### config.mk
export PLATFORM = sky130hd
export DESIGN_NAME = note_slot_scheduler_flat
export DESIGN_NICKNAME = d
export VERILOG_FILES = /design/src/rtl/note_slot_scheduler_if.sv /design/src/rtl/note_slot_scheduler.sv /design/src/flat_wrapper.sv
export SDC_FILE = /design/constraint.sdc
export NUM_CORES = 1
export LEC_CHECK = 0
export BUFFER_PORTS_ARGS = -buffer_cell sky130_fd_sc_hd__buf_2
export CORE_MARGIN = 2
export CORE_UTILIZATION = 50
export CTS_BUF_LIST = sky130_fd_sc_hd__clkbuf_4 sky130_fd_sc_hd__clkbuf_8
export DETAILED_ROUTE_END_ITERATION = 16
export PLACE_DENSITY = 0.71
export REMOVE_ABC_BUFFERS = 1
export SLEW_MARGIN = 20
export SYNTH_ARGS = -nofsm -noshare
export SYNTH_HDL_FRONTEND = slang
export SYNTH_SLANG_ARGS = --single-unit
### constraint.sdc
create_clock -name clk -period 17.65 [get_ports clk]
set_input_delay 0 -clock clk [delete_from_list [all_inputs] [get_ports clk]]
set_output_delay 0 -clock clk [all_outputs]
set_load 0.01 [all_outputs]
### src/rtl/note_slot_scheduler_if.sv
// note_slot_scheduler_if: control inputs and slot/event outputs of the note slot scheduler
interface note_slot_scheduler_if #(parameter int NSLOT = 4);
  logic               restart;
  logic               stop_or_endgame;
  logic [6:0]         beat_cnt;
  logic [3:0]         chart_lanes;
  logic [3:0]         hit_lane;
  logic [NSLOT-1:0]   slot_valid;
  logic [2*NSLOT-1:0] slot_lane;
  logic [10*NSLOT-1:0] slot_h;
  logic [3:0]         hit_ok;
  logic [3:0]         hit_bad;
  logic               miss;
  logic               spawn_drop;
  logic [7:0]         hit_cnt;
  logic [7:0]         miss_cnt;
  modport master (
    output restart, stop_or_endgame, beat_cnt, chart_lanes, hit_lane,
    input  slot_valid, slot_lane, slot_h, hit_ok, hit_bad, miss, spawn_drop, hit_cnt, miss_cnt
  );
  modport slave (
    input  restart, stop_or_endgame, beat_cnt, chart_lanes, hit_lane,
    output slot_valid, slot_lane, slot_h, hit_ok, hit_bad, miss, spawn_drop, hit_cnt, miss_cnt
  );
endinterface

### src/rtl/note_slot_scheduler.sv
// note_slot_scheduler: shared falling-note slot pool with spawn, motion, hit and miss handling
module note_slot_scheduler #(
  parameter int NSLOT   = 4,
  parameter int H_SPAWN = 120,
  parameter int H_MAX   = 720,
  parameter int HIT_LO  = 600,
  parameter int HIT_HI  = 680
) (
  input logic                  clk,
  input logic                  rst,
  note_slot_scheduler_if.slave bus
);
  logic [NSLOT-1:0] r_valid;
  logic [1:0]       r_lane [NSLOT];
  logic [9:0]       r_h [NSLOT];
  logic [6:0]       r_pre_beat;
  logic [3:0]       r_hit_ok, r_hit_bad;
  logic             r_miss, r_drop;
  logic [7:0]       r_hit_cnt, r_miss_cnt;
  logic             w_run, w_new_beat;
  logic [NSLOT-1:0] w_win, w_hit_free, w_miss_free, w_spawn;
  logic [1:0]       w_spawn_lane [NSLOT];
  logic [3:0]       w_hit_ok, w_hit_bad, w_drops, w_nmiss;
  logic [8:0]       w_hit_sum;
  logic [9:0]       w_miss_sum;
  assign w_run      = !bus.stop_or_endgame;
  assign w_new_beat = bus.beat_cnt > r_pre_beat;
  // per lane: pick the in-window slot closest to the bottom, lowest index on ties
  always_comb begin
    logic             found;
    logic [9:0]       best_h;
    logic [NSLOT-1:0] best;
    w_win = '0;
    w_hit_free = '0;
    w_hit_ok = '0;
    w_hit_bad = '0;
    found = 1'b0;
    best_h = '0;
    best = '0;
    for (int k = 0; k < NSLOT; k++)
      w_win[k] = r_valid[k] && r_h[k] >= 10'(HIT_LO) && r_h[k] <= 10'(HIT_HI);
    for (int l = 0; l < 4; l++) begin
      found = 1'b0;
      best_h = '0;
      best = '0;
      for (int k = 0; k < NSLOT; k++)
        if (w_win[k] && r_lane[k] == 2'(l) && (!found || r_h[k] > best_h)) begin
          found = 1'b1;
          best_h = r_h[k];
          best = NSLOT'(1) << k;
        end
      if (w_run && bus.hit_lane[l]) begin
        w_hit_free = w_hit_free | best;
        w_hit_ok[l] = found;
        w_hit_bad[l] = !found;
      end
    end
  end
  always_comb begin
    w_miss_free = '0;
    for (int k = 0; k < NSLOT; k++)
      w_miss_free[k] = w_run && r_valid[k] && r_h[k] == 10'(H_MAX) && !w_hit_free[k];
  end
  // spawns only see slots free at cycle start; slots freed this cycle wait one cycle
  always_comb begin
    logic placed;
    placed = 1'b0;
    w_spawn = '0;
    w_drops = '0;
    for (int k = 0; k < NSLOT; k++) w_spawn_lane[k] = 2'd0;
    for (int l = 0; l < 4; l++)
      if (w_run && w_new_beat && bus.chart_lanes[l]) begin
        placed = 1'b0;
        for (int k = 0; k < NSLOT; k++)
          if (!placed && !r_valid[k] && !w_spawn[k]) begin
            w_spawn[k] = 1'b1;
            w_spawn_lane[k] = 2'(l);
            placed = 1'b1;
          end
        if (!placed) w_drops = w_drops + 4'd1;
      end
  end
  assign w_nmiss    = 4'($countones(w_miss_free));
  assign w_hit_sum  = {1'b0, r_hit_cnt} + 9'($countones(w_hit_ok));
  assign w_miss_sum = {2'b0, r_miss_cnt} + 10'(w_nmiss) + 10'(w_drops);
  always_ff @(posedge clk) begin
    if (rst || bus.restart) begin
      r_valid <= '0;
      for (int k = 0; k < NSLOT; k++) begin
        r_lane[k] <= 2'd0;
        r_h[k] <= 10'(H_MAX);
      end
      r_pre_beat <= '0;
      r_hit_ok <= '0;
      r_hit_bad <= '0;
      r_miss <= 1'b0;
      r_drop <= 1'b0;
      r_hit_cnt <= '0;
      r_miss_cnt <= '0;
    end else begin
      r_pre_beat <= bus.beat_cnt;
      r_hit_ok <= w_hit_ok;
      r_hit_bad <= w_hit_bad;
      r_miss <= |w_miss_free;
      r_drop <= |w_drops;
      r_hit_cnt <= w_hit_sum > 9'd255 ? 8'd255 : w_hit_sum[7:0];
      r_miss_cnt <= w_miss_sum > 10'd255 ? 8'd255 : w_miss_sum[7:0];
      for (int k = 0; k < NSLOT; k++)
        if (w_hit_free[k] || w_miss_free[k]) begin
          r_valid[k] <= 1'b0;
          r_h[k] <= 10'(H_MAX);
        end else if (w_spawn[k]) begin
          r_valid[k] <= 1'b1;
          r_lane[k] <= w_spawn_lane[k];
          r_h[k] <= 10'(H_SPAWN);
        end else if (w_run && r_valid[k] && r_h[k] < 10'(H_MAX)) begin
          r_h[k] <= r_h[k] + 10'd1;
        end
    end
  end
  always_comb begin
    bus.slot_lane = '0;
    bus.slot_h = '0;
    for (int k = 0; k < NSLOT; k++) begin
      bus.slot_lane[2*k +: 2] = r_lane[k];
      bus.slot_h[10*k +: 10] = r_h[k];
    end
  end
  assign bus.slot_valid = r_valid;
  assign bus.hit_ok     = r_hit_ok;
  assign bus.hit_bad    = r_hit_bad;
  assign bus.miss       = r_miss;
  assign bus.spawn_drop = r_drop;
  assign bus.hit_cnt    = r_hit_cnt;
  assign bus.miss_cnt   = r_miss_cnt;
endmodule

### src/flat_wrapper.sv
// flat-port wrapper written by rule: the top's interface ports become plain ports
module note_slot_scheduler_flat 
#(
  parameter int NSLOT   = 4,
  parameter int H_SPAWN = 120,
  parameter int H_MAX   = 720,
  parameter int HIT_LO  = 600,
  parameter int HIT_HI  = 680
)
  (clk, rst, bus_restart, bus_stop_or_endgame, bus_beat_cnt, bus_chart_lanes, bus_hit_lane, bus_slot_valid, bus_slot_lane, bus_slot_h, bus_hit_ok, bus_hit_bad, bus_miss, bus_spawn_drop, bus_hit_cnt, bus_miss_cnt);
  note_slot_scheduler_if #(.NSLOT(NSLOT)) bus_i ();
  input logic clk;
  input logic rst;
  input wire logic [$bits(bus_i.restart)-1:0] bus_restart;
  input wire logic [$bits(bus_i.stop_or_endgame)-1:0] bus_stop_or_endgame;
  input wire logic [$bits(bus_i.beat_cnt)-1:0] bus_beat_cnt;
  input wire logic [$bits(bus_i.chart_lanes)-1:0] bus_chart_lanes;
  input wire logic [$bits(bus_i.hit_lane)-1:0] bus_hit_lane;
  output wire logic [$bits(bus_i.slot_valid)-1:0] bus_slot_valid;
  output wire logic [$bits(bus_i.slot_lane)-1:0] bus_slot_lane;
  output wire logic [$bits(bus_i.slot_h)-1:0] bus_slot_h;
  output wire logic [$bits(bus_i.hit_ok)-1:0] bus_hit_ok;
  output wire logic [$bits(bus_i.hit_bad)-1:0] bus_hit_bad;
  output wire logic [$bits(bus_i.miss)-1:0] bus_miss;
  output wire logic [$bits(bus_i.spawn_drop)-1:0] bus_spawn_drop;
  output wire logic [$bits(bus_i.hit_cnt)-1:0] bus_hit_cnt;
  output wire logic [$bits(bus_i.miss_cnt)-1:0] bus_miss_cnt;
  assign bus_i.restart = bus_restart;
  assign bus_i.stop_or_endgame = bus_stop_or_endgame;
  assign bus_i.beat_cnt = bus_beat_cnt;
  assign bus_i.chart_lanes = bus_chart_lanes;
  assign bus_i.hit_lane = bus_hit_lane;
  assign bus_slot_valid = bus_i.slot_valid;
  assign bus_slot_lane = bus_i.slot_lane;
  assign bus_slot_h = bus_i.slot_h;
  assign bus_hit_ok = bus_i.hit_ok;
  assign bus_hit_bad = bus_i.hit_bad;
  assign bus_miss = bus_i.miss;
  assign bus_spawn_drop = bus_i.spawn_drop;
  assign bus_hit_cnt = bus_i.hit_cnt;
  assign bus_miss_cnt = bus_i.miss_cnt;
  note_slot_scheduler #(.NSLOT(NSLOT), .H_SPAWN(H_SPAWN), .H_MAX(H_MAX), .HIT_LO(HIT_LO), .HIT_HI(HIT_HI)) u_core (.clk(clk), .rst(rst), .bus(bus_i));
endmodule
==> key figures <==
Yosys
  • Synth Flop Type: edfxtp_1
  • Post-synthesis mux area share: 0.0391
  • Yosys warns: 0
  • Async SR Flop Fraction: 0
  • Mean post-synth cell area: 8.28 sq um
  • Top cell type's share of synthesized area: 0.198
  • Post-synthesis register bit count: 85
  • Synth Area in Adders: 0.213
  • Fraction of synthesized cell area in xor and xnor cells: 0.0432
  • Synth Area in Compound Gates: 0.185
  • Post-Synthesis Cells: 1174
  • Post-synthesis sequential area ratio: 0.224
  • EDFF count, synth: 48
  • Synth cell types: 88
  • Area contributors post-synth: ha_1 20%, edfxtp_1 15%, dfxtp_1 7.6%
  • Top cell type by total area after synthesis: ha_1
  • Simple-Gate Fraction of Synth Area: 0.244
  • Largest family of logic cells by synthesized area: simple AND/OR/NAND/NOR gates
  • Mapped cell area: 0.00973 sq mm

Layout
  • Multi-input gate area: 0.00709 sq mm
  • FF+latch area: 0.00218 sq mm
  • Most common cell after layout, fill and taps aside: ha_1
  • Design area: 0.0107 sq mm
  • P&R area growth vs syn: 10.1%
  • Final nets: 1439
  • Fill cell count: 1864
  • Share of cells above drive strength 1: 0.145
  • ANT cells: 0
  • Most frequent cells in the layout: 154 x ha_1, 107 x a21oi_1, 96 x buf_2

Status
  • Outcome: complete, no violations

Placement
  • Input/output buffers: 96
  • GPL Wtd Cong: 1.02
  • Placed cell area: 0.0104 sq mm
  • Dpl hpwl: 22400 microns

Floorplan
  • Die width: 143 microns
  • Row Count: 51
  • Initial Utilization: 0.505
  • Core area: 0.0193 sq mm
  • Die Ht: 143 microns
  • Die area: 0.0206 sq mm
  • IO Pins: 97

Critical path
  • Worst r2r src: u_core.bus.slot_valid[0]
  • Critical path endpoint category: flop
  • Worst EP required: 17.63 ns
  • Crit path launch type: flop
  • CP Data Arrival Time: 9.21 ns
  • Most used cell, CP: a21oi_1
  • CP max stage delay: 0.85 ns
  • Setup crit start: u_core.bus.slot_valid[0]
  • CP max FO: 23
  • Crit path buffers/inverters: 0
  • Slowest cell on crit path: a21oi_1
  • WS Path Type: flop to flop
  • CP top delay family: compound AO/OA/AOI/OAI gates

Clocking
  • CTS Buf Count: 9
  • Later-pin clock latency in the skew report: 0.38 ns
  • CTS tree: done
  • Clock buffer depth: 2
  • Root buffer cell: clkbuf_8
  • Clock transition at path regs: 0.10 ns
  • CTS resizes: 0
  • Clock sink count: 85
  • # H-tree levels: 3

Hold path
  • Hold path start: bus_hit_lane[0]
  • Hold Crit Class: input pin to flop

Pwr
  • Worst IR Drop VDD: 0.0392 mV
  • Power share of the combinational group: 0.172
  • Pleak: 4.36 nW
  • Pwr dens: 43.1 mW/mm^2
  • Sw frac: 0.316
  • Clock power frac: 0.319
  • Reg power frac: 0.509
  • Internal: 0.000316 W
  • Sw Pwr: 0.000146 W

STA
  • Final setup viols: 0
  • Hold Vio Cnt, Final: 0
  • Layout Skew: 0.0126 ns
  • Final Cycle Share: 0.523
  • Fmax: 108 MHz
  • Crit path time final: 9.23 ns
  • Max-slew violations: 0
  • Worst-margin pin slew: 1.03 ns
  • Worst slew margin: 0.306
  • Setup Total Neg Slack: 0 ns
  • RSZ-0062 raised after global routing: no

Global route
  • Total Routing Usage GR: 0.286
  • First-pass GRT wire length: 46000 microns
  • Pin count of the biggest net entering global routing: 28
  • Initial antenna violation count: 0
  • Total grt overflow: 0
  • Vias in the first global route: 8836

Drt
  • WL final: 29200 microns
  • Initial DRC count: 810
  • DRC: 0
  • Routed via count: 9397
  • Routed wire per std cell: 19.1 microns
  • Vias per inst: 6.14
  • ANT nets after route: 0
  • Pre-antenna DRT Iters: 6

Flow run
  • Max-Cap Viols: 0
-- routing by layer --
metal | up-vias | track usage | part of all wire
met5 | - | 0 | 0
met4 | 0 | 0.127 | 0.042
met3 | 77 | 0.0347 | 0.080
met2 | 377 | 0.452 | 0.45
met1 | 4432 | 0.393 | 0.43
li1 | 4511 | - | -
-- state kept, by name (all words and copies together) (netlist names), 4 cells and up --
signal / flops
u_core.bus.hit_cnt: 8
u_core.bus.hit_bad: 4
u_core.bus.hit_ok: 4
u_core.r_lane: 8
u_core.bus.slot_valid: 4
u_core.bus.miss_cnt: 8
u_core.r_pre_beat: 7
u_core.r_h: 40
-- power by group through the flow --
stage	combinational [W]	sequential (W)	clock, W
floorplan	0.0000493	0.000234	0
global placement	0.0000756	0.000239	0
detailed placement	0.0000766	0.000239	0
CTS	0.0000787	0.000235	0.000150
global route	0.0000894	0.000236	0.000156
finish	0.0000793	0.000235	0.000147
-- worst register-to-register path, stage by stage, from the launching register on --
cell	delay, ns
dfxtp_1	0.78
and3b_1	0.28
o311ai_1	0.17
a211o_4	0.37
nor2_2	0.36
nand2_1	0.15
ha_1	0.32
nor2b_1	0.13
o211ai_1	0.10
a21oi_1	0.13
o21ai_0	0.14
a21oi_1	0.85
mux2_2	0.44
ha_1	0.29
a21oi_1	0.12
o21ai_0	0.10
a31oi_1	0.16
a2bb2oi_1	0.08
o21ai_1	0.77
mux2_2	0.42
ha_1	0.31
nand4_1	0.14
o221ai_1	0.23
a21oi_1	0.12
o31ai_1	0.53
and3b_1	0.26
or4_4	0.55
nand3b_1	0.52
-- cells in the mapped netlist (7+ instances only) --
cell type  instances
nor2b_1           25
or3_1              7
buf_2             10
nand2b_1          14
nor4_1            22
xnor2_1           37
a31oi_1            9
nand4_1           27
dfxtp_1           37
nand3_1           39
xor2_1            11
o21a_1             8
clkbuf_1          31
nand2_1           95
ha_1             154
and3_1            11
edfxtp_1          48
nand3b_1          11
a21oi_1          107
o211ai_1           9
or2_2              7
o21ai_0           43
mux2_2            32
or4_1             10
nor2_1            89
a211oi_1           7
inv_1             72
nor3_1            35
and2_1            15
and4_1            10
a21o_1            21
-- worst paths after layout --
path / depth (start not counted) / endpoint / slack (ns)
worst max-delay path: 27 / u_core.r_h[1][7] / 8.42
worst min-delay path: 3 / u_core.bus.hit_ok[0] / 0.03
worst max register to register: 27 / u_core.r_h[1][7] / 8.42
worst min register to register: 1 / u_core.bus.hit_cnt[7] / 0.51
-- stage by stage --
| stage | setup slack, ns | instances | utilization | total power, W | hold slack (ns) |
|---|---|---|---|---|---|
| 4_1_cts | 8.63 | 1530 | 0.556 | 0.000463 | 0.00221 |
| 6_report | 8.42 | 1530 | 0.556 | 0.000462 | 0.0301 |
| 3_3_place_gp | 8.86 | 1505 | 0.540 | 0.000314 | 0.226 |
| 5_1_grt | 7.80 | 1530 | 0.556 | 0.000482 | 0.0268 |
| 3_5_place_dp | 8.67 | 1505 | 0.540 | 0.000316 | 0.230 |
| 2_1_floorplan | 10.17 | 1137 | - | 0.000283 | 0.122 |
-- timing repair --
item | CTS | global route
hold endpoints to repair | 10 | 0
setup buffers | 0 | 0
hold buffers | 9 | 0
endpoints found under the setup margin | 0 | 0
-- logic make-up after synthesis --
kind of cell    after synthesis
simple gates                445
compound gates              277
fa+ha+maj                   162
buf+inv                     122
flops                        85
xor+xnor                     48
mux                          34
other cells                   1
-- layout make-up --
| type | instances | share of cell area |
|---|---|---|
| clock buffer | 9 | 0.0116 |
| tap | 265 | 0.0310 |
| clock inverter | 7 | 0.00748 |
| inverter | 74 | 0.0262 |
| multi-input combinational | 978 | 0.662 |
| timing repair buffer | 112 | 0.0582 |
| sequential | 85 | 0.204 |
Note: power is estimated with default switching activity, not from simulation.
